$ cat src/rtl/conversor_bcd.sv
// rtl/conversor_bcd.sv - two-score binary to six-digit BCD converter (shift-and-add-3), optional CONVERSOR_AUTO_UPDATE_EN
module conversor_bcd #(
  parameter int WIDTH     = 10,
  parameter int MAX_SCORE = 999
) (
  input  logic             clk,
  input  logic             reset,
  input  logic             start,
  input  logic [WIDTH-1:0] score1,
  input  logic [WIDTH-1:0] score2,
  output logic             busy,
  output logic             done,
  output logic             saturado,
  output logic [3:0]       dig0_dec,
  output logic [3:0]       dig1_dec,
  output logic [3:0]       dig2_dec,
  output logic [3:0]       dig3_dec,
  output logic [3:0]       dig4_dec,
  output logic [3:0]       dig5_dec
);

  typedef enum logic [1:0] {IDLE, SHIFT, DONE} state_t;

  localparam logic [WIDTH-1:0] MAX_V    = WIDTH'(MAX_SCORE);
  localparam logic [3:0]       CNT_LAST = 4'(WIDTH - 1);

  state_t           state;
  logic [11:0]      bcd1, bcd2;
  logic [WIDTH-1:0] bin1, bin2;
  logic [3:0]       cnt;
  logic             sat_pend;
  logic             trig;
  logic [11:0]      adj1, adj2;
  logic [WIDTH+11:0] sh1, sh2;

  // Correct every BCD nibble that would overflow past 9 after doubling
  function automatic logic [11:0] add3(input logic [11:0] b);
    logic [11:0] r;
    for (int i = 0; i < 3; i++) begin
      r[4*i +: 4] = (b[4*i +: 4] >= 4'd5) ? b[4*i +: 4] + 4'd3 : b[4*i +: 4];
    end
    return r;
  endfunction

`ifdef CONVERSOR_AUTO_UPDATE_EN
  logic [WIDTH-1:0] last1, last2;
  assign trig = start || (score1 != last1) || (score2 != last2);
`else
  assign trig = start;
`endif

  // One double-dabble step for both scores: adjust, then shift binary MSB into BCD
  always_comb begin
    adj1 = add3(bcd1);
    adj2 = add3(bcd2);
    sh1  = {adj1, bin1} << 1;
    sh2  = {adj2, bin2} << 1;
  end

  // Conversion FSM; digits and saturado only change together in DONE
  always_ff @(posedge clk or negedge reset) begin
    if (!reset) begin
      state    <= IDLE;
      bcd1     <= '0;
      bcd2     <= '0;
      bin1     <= '0;
      bin2     <= '0;
      cnt      <= '0;
      sat_pend <= 1'b0;
      busy     <= 1'b0;
      done     <= 1'b0;
      saturado <= 1'b0;
      dig0_dec <= '0;
      dig1_dec <= '0;
      dig2_dec <= '0;
      dig3_dec <= '0;
      dig4_dec <= '0;
      dig5_dec <= '0;
`ifdef CONVERSOR_AUTO_UPDATE_EN
      last1    <= '0;
      last2    <= '0;
`endif
    end else begin
      done <= 1'b0;
      case (state)
        IDLE: begin
          if (trig) begin
            bin1     <= (score1 > MAX_V) ? MAX_V : score1;
            bin2     <= (score2 > MAX_V) ? MAX_V : score2;
            sat_pend <= (score1 > MAX_V) || (score2 > MAX_V);
            bcd1     <= '0;
            bcd2     <= '0;
            cnt      <= '0;
            busy     <= 1'b1;
            state    <= SHIFT;
`ifdef CONVERSOR_AUTO_UPDATE_EN
            last1    <= score1;
            last2    <= score2;
`endif
          end
        end
        SHIFT: begin
          bcd1 <= sh1[WIDTH+11:WIDTH];
          bin1 <= sh1[WIDTH-1:0];
          bcd2 <= sh2[WIDTH+11:WIDTH];
          bin2 <= sh2[WIDTH-1:0];
          cnt  <= cnt + 4'd1;
          if (cnt == CNT_LAST) begin
            state <= DONE;
          end
        end
        DONE: begin
          dig0_dec <= bcd2[3:0];
          dig1_dec <= bcd2[7:4];
          dig2_dec <= bcd2[11:8];
          dig3_dec <= bcd1[3:0];
          dig4_dec <= bcd1[7:4];
          dig5_dec <= bcd1[11:8];
          saturado <= sat_pend;
          done     <= 1'b1;
          busy     <= 1'b0;
          state    <= IDLE;
        end
        default: state <= IDLE;
      endcase
    end
  end

endmodule

$ cat config.mk
export PLATFORM = sky130hd
export DESIGN_NAME = conversor_bcd
export DESIGN_NICKNAME = d
export VERILOG_FILES = /design/src/rtl/conversor_bcd.sv
export SDC_FILE = /design/constraint.sdc
export NUM_CORES = 1
export LEC_CHECK = 0
export CAP_MARGIN = 20
export CORE_ASPECT_RATIO = 0.6
export CORE_MARGIN = 2
export CORE_UTILIZATION = 57
export DETAILED_ROUTE_END_ITERATION = 8
export DONT_BUFFER_PORTS = 1
export PLACE_DENSITY = 0.75
export RECOVER_POWER = 50
export SYNTH_ARGS = -nofsm -noshare
export SYNTH_HDL_FRONTEND = slang
export SYNTH_SLANG_ARGS = --single-unit
$ cat constraint.sdc
create_clock -name clk -period 1.25 [get_ports clk]
set_input_delay 0.375 -clock clk [delete_from_list [all_inputs] [get_ports clk]]
set_output_delay 0.375 -clock clk [all_outputs]
set_load 0.02 [all_outputs]
==> report_table.html <==
<table>
<tr><th>Metric</th><th>Value</th></tr>
<tr><th colspan="2">Run status</th></tr>
<tr><td>Run status</td><td>finished, violations left</td></tr>
<tr><td>Failing checks</td><td>negative hold slack, negative setup slack</td></tr>
<tr><th colspan="2">Setup path</th></tr>
<tr><td>Origin of the worst setup path</td><td>state[1]</td></tr>
<tr><td>Reg-to-reg endpoint</td><td>bcd2[10]</td></tr>
<tr><td>FF-to-FF path depth</td><td>5</td></tr>
<tr><td>Critical path data required time</td><td>1.48 ns</td></tr>
<tr><td>Maximum fanout count along the critical path</td><td>18</td></tr>
<tr><td>Crit path capture</td><td>bcd2[10]</td></tr>
<tr><td>Critical register-to-register path startpoint</td><td>state[1]</td></tr>
<tr><td>Element type at the critical path start</td><td>register</td></tr>
<tr><td>Crit. End Element</td><td>register</td></tr>
<tr><td>R2R setup slack</td><td>-0.20 ns</td></tr>
<tr><td>Worst endpoint data arrival time</td><td>1.69 ns</td></tr>
<tr><td>Startpoint-to-endpoint class of the critical path</td><td>reg -&gt; reg</td></tr>
<tr><th colspan="2">Job</th></tr>
<tr><td>Max-cap violations</td><td>0</td></tr>
<tr><th colspan="2">Timing</th></tr>
<tr><td>Hold Slack</td><td>-0.279 ns</td></tr>
<tr><td>Worst slew pin tran</td><td>0.635 ns</td></tr>
<tr><td>Total negative setup slack</td><td>-7.32 ns</td></tr>
<tr><td>FMAX</td><td>688 MHz</td></tr>
<tr><td>Crit share post-route</td><td>1.16</td></tr>
<tr><td>Relative slew slack</td><td>0.572</td></tr>
<tr><td>Unrepaired setup endpoints after global routing</td><td>true</td></tr>
<tr><td>Final setup margin</td><td>-0.204 ns</td></tr>
<tr><td>Final number of max-transition violations</td><td>0</td></tr>
<tr><td>Fin crit period</td><td>1.45 ns</td></tr>
<tr><td>Hold Fails Final Rpt</td><td>78</td></tr>
<tr><td>Final clock skew</td><td>0.0185 ns</td></tr>
<tr><td>Setup violators final</td><td>75</td></tr>
<tr><th colspan="2">Logic synthesis</th></tr>
<tr><td>Largest cells by area after synthesis</td><td>sky130_fd_sc_hd__dfrtp_1, sky130_fd_sc_hd__o21ai_0, sky130_fd_sc_hd__nand2_1, sky130_fd_sc_hd__ha_1, sky130_fd_sc_hd__inv_1</td></tr>
<tr><td>Top FF cell, synth</td><td>sky130_fd_sc_hd__dfrtp_1</td></tr>
<tr><td>Post-synthesis instance total</td><td>370</td></tr>
<tr><td>Cell with the most instances after synthesis</td><td>sky130_fd_sc_hd__dfrtp_1</td></tr>
<tr><td>Avg Inst Size Synth</td><td>10.4 um^2</td></tr>
<tr><td>Number of distinct library cell variants in the gate-level netlist after synthesis</td><td>46</td></tr>
<tr><td>Register bit total from synthesis</td><td>78</td></tr>
<tr><td>Fraction of post-synthesis cell area in the top cell type by area</td><td>0.505</td></tr>
<tr><td>Mapped Nets</td><td>407</td></tr>
<tr><td>Async set-or-reset flop fraction in the synthesized netlist</td><td>1.00</td></tr>
<tr><td>Portion of the post-synthesis area used by sequential elements</td><td>0.505</td></tr>
<tr><td>Largest area contributor in the netlist</td><td>sky130_fd_sc_hd__dfrtp_1</td></tr>
<tr><td>Summed instance area of the synthesized netlist</td><td>3860 um^2</td></tr>
<tr><td>Number of synthesized flops with an enable pin</td><td>0</td></tr>
<tr><td>Count of warnings emitted by yosys</td><td>0</td></tr>
<tr><td>Post-synth top cells</td><td>sky130_fd_sc_hd__dfrtp_1, sky130_fd_sc_hd__nand2_1, sky130_fd_sc_hd__o21ai_0</td></tr>
<tr><th colspan="2">Place</th></tr>
<tr><td>Detailed placer's ending HPWL</td><td>6020 um</td></tr>
<tr><td>GP Congestion</td><td>0.841</td></tr>
<tr><td>Placement-stage cell area</td><td>4360 um^2</td></tr>
<tr><td>Placed insts</td><td>487</td></tr>
<tr><td>Post-placement setup slack</td><td>-0.198 ns</td></tr>
<tr><td>IO buf count</td><td>0</td></tr>
<tr><th colspan="2">Global route</th></tr>
<tr><td>Largest net degree at the start of global routing</td><td>79</td></tr>
<tr><td>Remaining Overflow, GRT</td><td>0</td></tr>
<tr><td>Number of antenna violations at the first check in global routing</td><td>0</td></tr>
<tr><td>Number of global-route vias before repair</td><td>3175</td></tr>
<tr><td>All-Layer GR Usage</td><td>0.304</td></tr>
<tr><td>Global-route wire length before repair</td><td>16500 um</td></tr>
<tr><th colspan="2">Clock tree</th></tr>
<tr><td>Maximum clock insertion buffer count</td><td>2</td></tr>
<tr><td>CTS tree</td><td>done</td></tr>
<tr><td>Htree depth</td><td>3</td></tr>
<tr><td>Number of clock sinks</td><td>78</td></tr>
<tr><td>Clock transition at the registers of the reported paths</td><td>0.07 ns</td></tr>
<tr><td>Insertion delay to the later sink of the worst-skew pair</td><td>0.35 ns</td></tr>
<tr><td>Cell at the root of the clock tree</td><td>sky130_fd_sc_hd__clkbuf_16</td></tr>
<tr><td>Number of clock buffers inserted by TritonCTS</td><td>9</td></tr>
<tr><th colspan="2">Cells and area</th></tr>
<tr><td>Diodes inserted</td><td>0</td></tr>
<tr><td># nets final</td><td>488</td></tr>
<tr><td>Area delta synth-&gt;final</td><td>49.0%</td></tr>
<tr><td>Filler Cell Count</td><td>275</td></tr>
<tr><td>Post-Layout Inst Area</td><td>5760 um^2</td></tr>
<tr><td>Final standard cell count with taps included and fillers excluded</td><td>542</td></tr>
<tr><td>Ratio of cells with drive above 1 in the final layout</td><td>0.521</td></tr>
<tr><td>Final core occ</td><td>0.870</td></tr>
<tr><th colspan="2">Pwr</th></tr>
<tr><td>Switching pwr</td><td>6.22 mW</td></tr>
<tr><td>Leak pwr</td><td>2.50 nW</td></tr>
<tr><td>Post-route total power</td><td>15.4 mW</td></tr>
<tr><td>Clock power share</td><td>0.190</td></tr>
<tr><td>Switching Share</td><td>0.405</td></tr>
<tr><td>Sequential power share</td><td>0.322</td></tr>
<tr><td>Portion of total power attributed to combinational logic</td><td>0.488</td></tr>
<tr><td>Max IR drop VDD</td><td>1.76 mV</td></tr>
<tr><td>Power density over the cells</td><td>2670 nW/um^2</td></tr>
<tr><td>Internal power component</td><td>9.14 mW</td></tr>
<tr><th colspan="2">Drt</th></tr>
<tr><td>Post-Route WL</td><td>14200 um</td></tr>
<tr><td>Violation count after the first detailed-route iteration</td><td>400</td></tr>
<tr><td>WL/cell</td><td>26.3 um</td></tr>
<tr><td>Drt pass-1 iters</td><td>7</td></tr>
<tr><td>Avg Vias per Cell</td><td>6.83</td></tr>
<tr><td>DRC</td><td>0</td></tr>
<tr><td>Via count</td><td>3700</td></tr>
<tr><td>Count of nets left with antenna violations after detail routing</td><td>0</td></tr>
<tr><th colspan="2">Floorplanning</th></tr>
<tr><td>Number of top-level pins</td><td>50</td></tr>
<tr><td>Floorplan core area</td><td>6620 um^2</td></tr>
<tr><td>Area of the die</td><td>7480 um^2</td></tr>
<tr><td>Number of placement rows</td><td>23</td></tr>
<tr><td>Overall die height</td><td>67.8 um</td></tr>
<tr><td>Initial cell density of the core</td><td>0.584</td></tr>
<tr><td>Die Span X</td><td>110 um</td></tr>
<tr><th colspan="2">Min path</th></tr>
<tr><td>Worst Hold Class</td><td>in -&gt; async</td></tr>
</table>
critical path: stages, from the launching register on:
cell,delay [ns]
sky130_fd_sc_hd__dfrtp_2,0.42
sky130_fd_sc_hd__buf_6,0.15
sky130_fd_sc_hd__nor2b_4,0.26
sky130_fd_sc_hd__buf_12,0.20
sky130_fd_sc_hd__o2111ai_1,0.16
sky130_fd_sc_hd__o311ai_1,0.15
layout make-up:
class	count	area, um^2	share of cell area
well taps	87	109	0.0189
clock inverters	3	67.6	0.0117
inverters	26	97.6	0.0169
flip-flops and latches	78	1960	0.340
repair buffers	92	968	0.168
clock buffers	12	256	0.0445
multi-input cells	244	2300	0.400
how the worst min path moves through the flow:
stage | end | slack (ns) | cells after the start
final | bcd1[9] | -0.28 | 0
after global placement | dig5_dec[1] | 0.08 | 0
after detailed placement | dig5_dec[1] | 0.08 | 0
after CTS | state[1] | -0.28 | 0
after global routing | bcd2[2] | -0.29 | 0
after floorplan | bcd1[0] | 0.08 | 0
logic make-up after synthesis:
family | share of synthesized area
compound gates | 0.263
xor+xnor | 0.00906
fa+ha+maj | 0.0453
buf+inv | 0.0647
flops | 0.505
mux | 0.00550
simple gates | 0.108
per-layer routing:
metal,part of all wire,global-route usage,up-vias,wire (um)
met5,0,0,-,0
met4,0.054,0.136,0,763
met3,0.096,0.0878,82,1370
met2,0.47,0.480,273,6670
met1,0.38,0.393,1840,5440
li1,-,-,1505,-
sequential cells by signal, indices dropped and copies added (netlist names):
register / cells
dig0_dec: 4
dig1_dec: 4
saturado: 1
bcd1: 12
dig2_dec: 4
bin1: 10
dig3_dec: 4
bin2: 10
busy: 1
state: 2
dig5_dec: 4
done: 1
sat_pend: 1
cnt: 4
bcd2: 12
dig4_dec: 4
placed cells by master, fill, tap and decap left out, types with 10 or more instances in the layout:
cell type | netlist | layout
sky130_fd_sc_hd__nand2_2 | 0 | 13
sky130_fd_sc_hd__clkbuf_16 | 0 | 13
sky130_fd_sc_hd__o21ai_0 | 39 | 10
sky130_fd_sc_hd__nand2_4 | 0 | 15
sky130_fd_sc_hd__buf_4 | 2 | 53
sky130_fd_sc_hd__dfrtp_1 | 78 | 75
sky130_fd_sc_hd__nand2_1 | 48 | 20
sky130_fd_sc_hd__o21ai_2 | 0 | 17
sky130_fd_sc_hd__buf_6 | 3 | 26
sky130_fd_sc_hd__a21oi_1 | 14 | 14
sky130_fd_sc_hd__o21ai_1 | 10 | 22
sky130_fd_sc_hd__a22o_1 | 10 | 10
sky130_fd_sc_hd__inv_1 | 26 | 14
sky130_fd_sc_hd__inv_2 | 0 | 12
power by group through the flow:
stage                     sequential, mW  combinational [mW]  clock (mW)
after detailed placement            4.67                4.61           0
after CTS                           4.67                5.68        2.87
after floorplan                     4.46                3.23           0
after global routing                5.04                7.86        3.02
after global placement              4.62                4.41           0
final                               4.94                7.50        2.91
timing repair:
action                                  4_1_cts  5_1_grt
endpoints found under the setup margin       46       73
pin swaps                                    20       29
gates resized for setup                      55      133
cloned                                        2        8
buffers inserted                             22        9
endpoints found under the hold margin        78       78
Note: power is estimated with default switching activity, not from simulation.
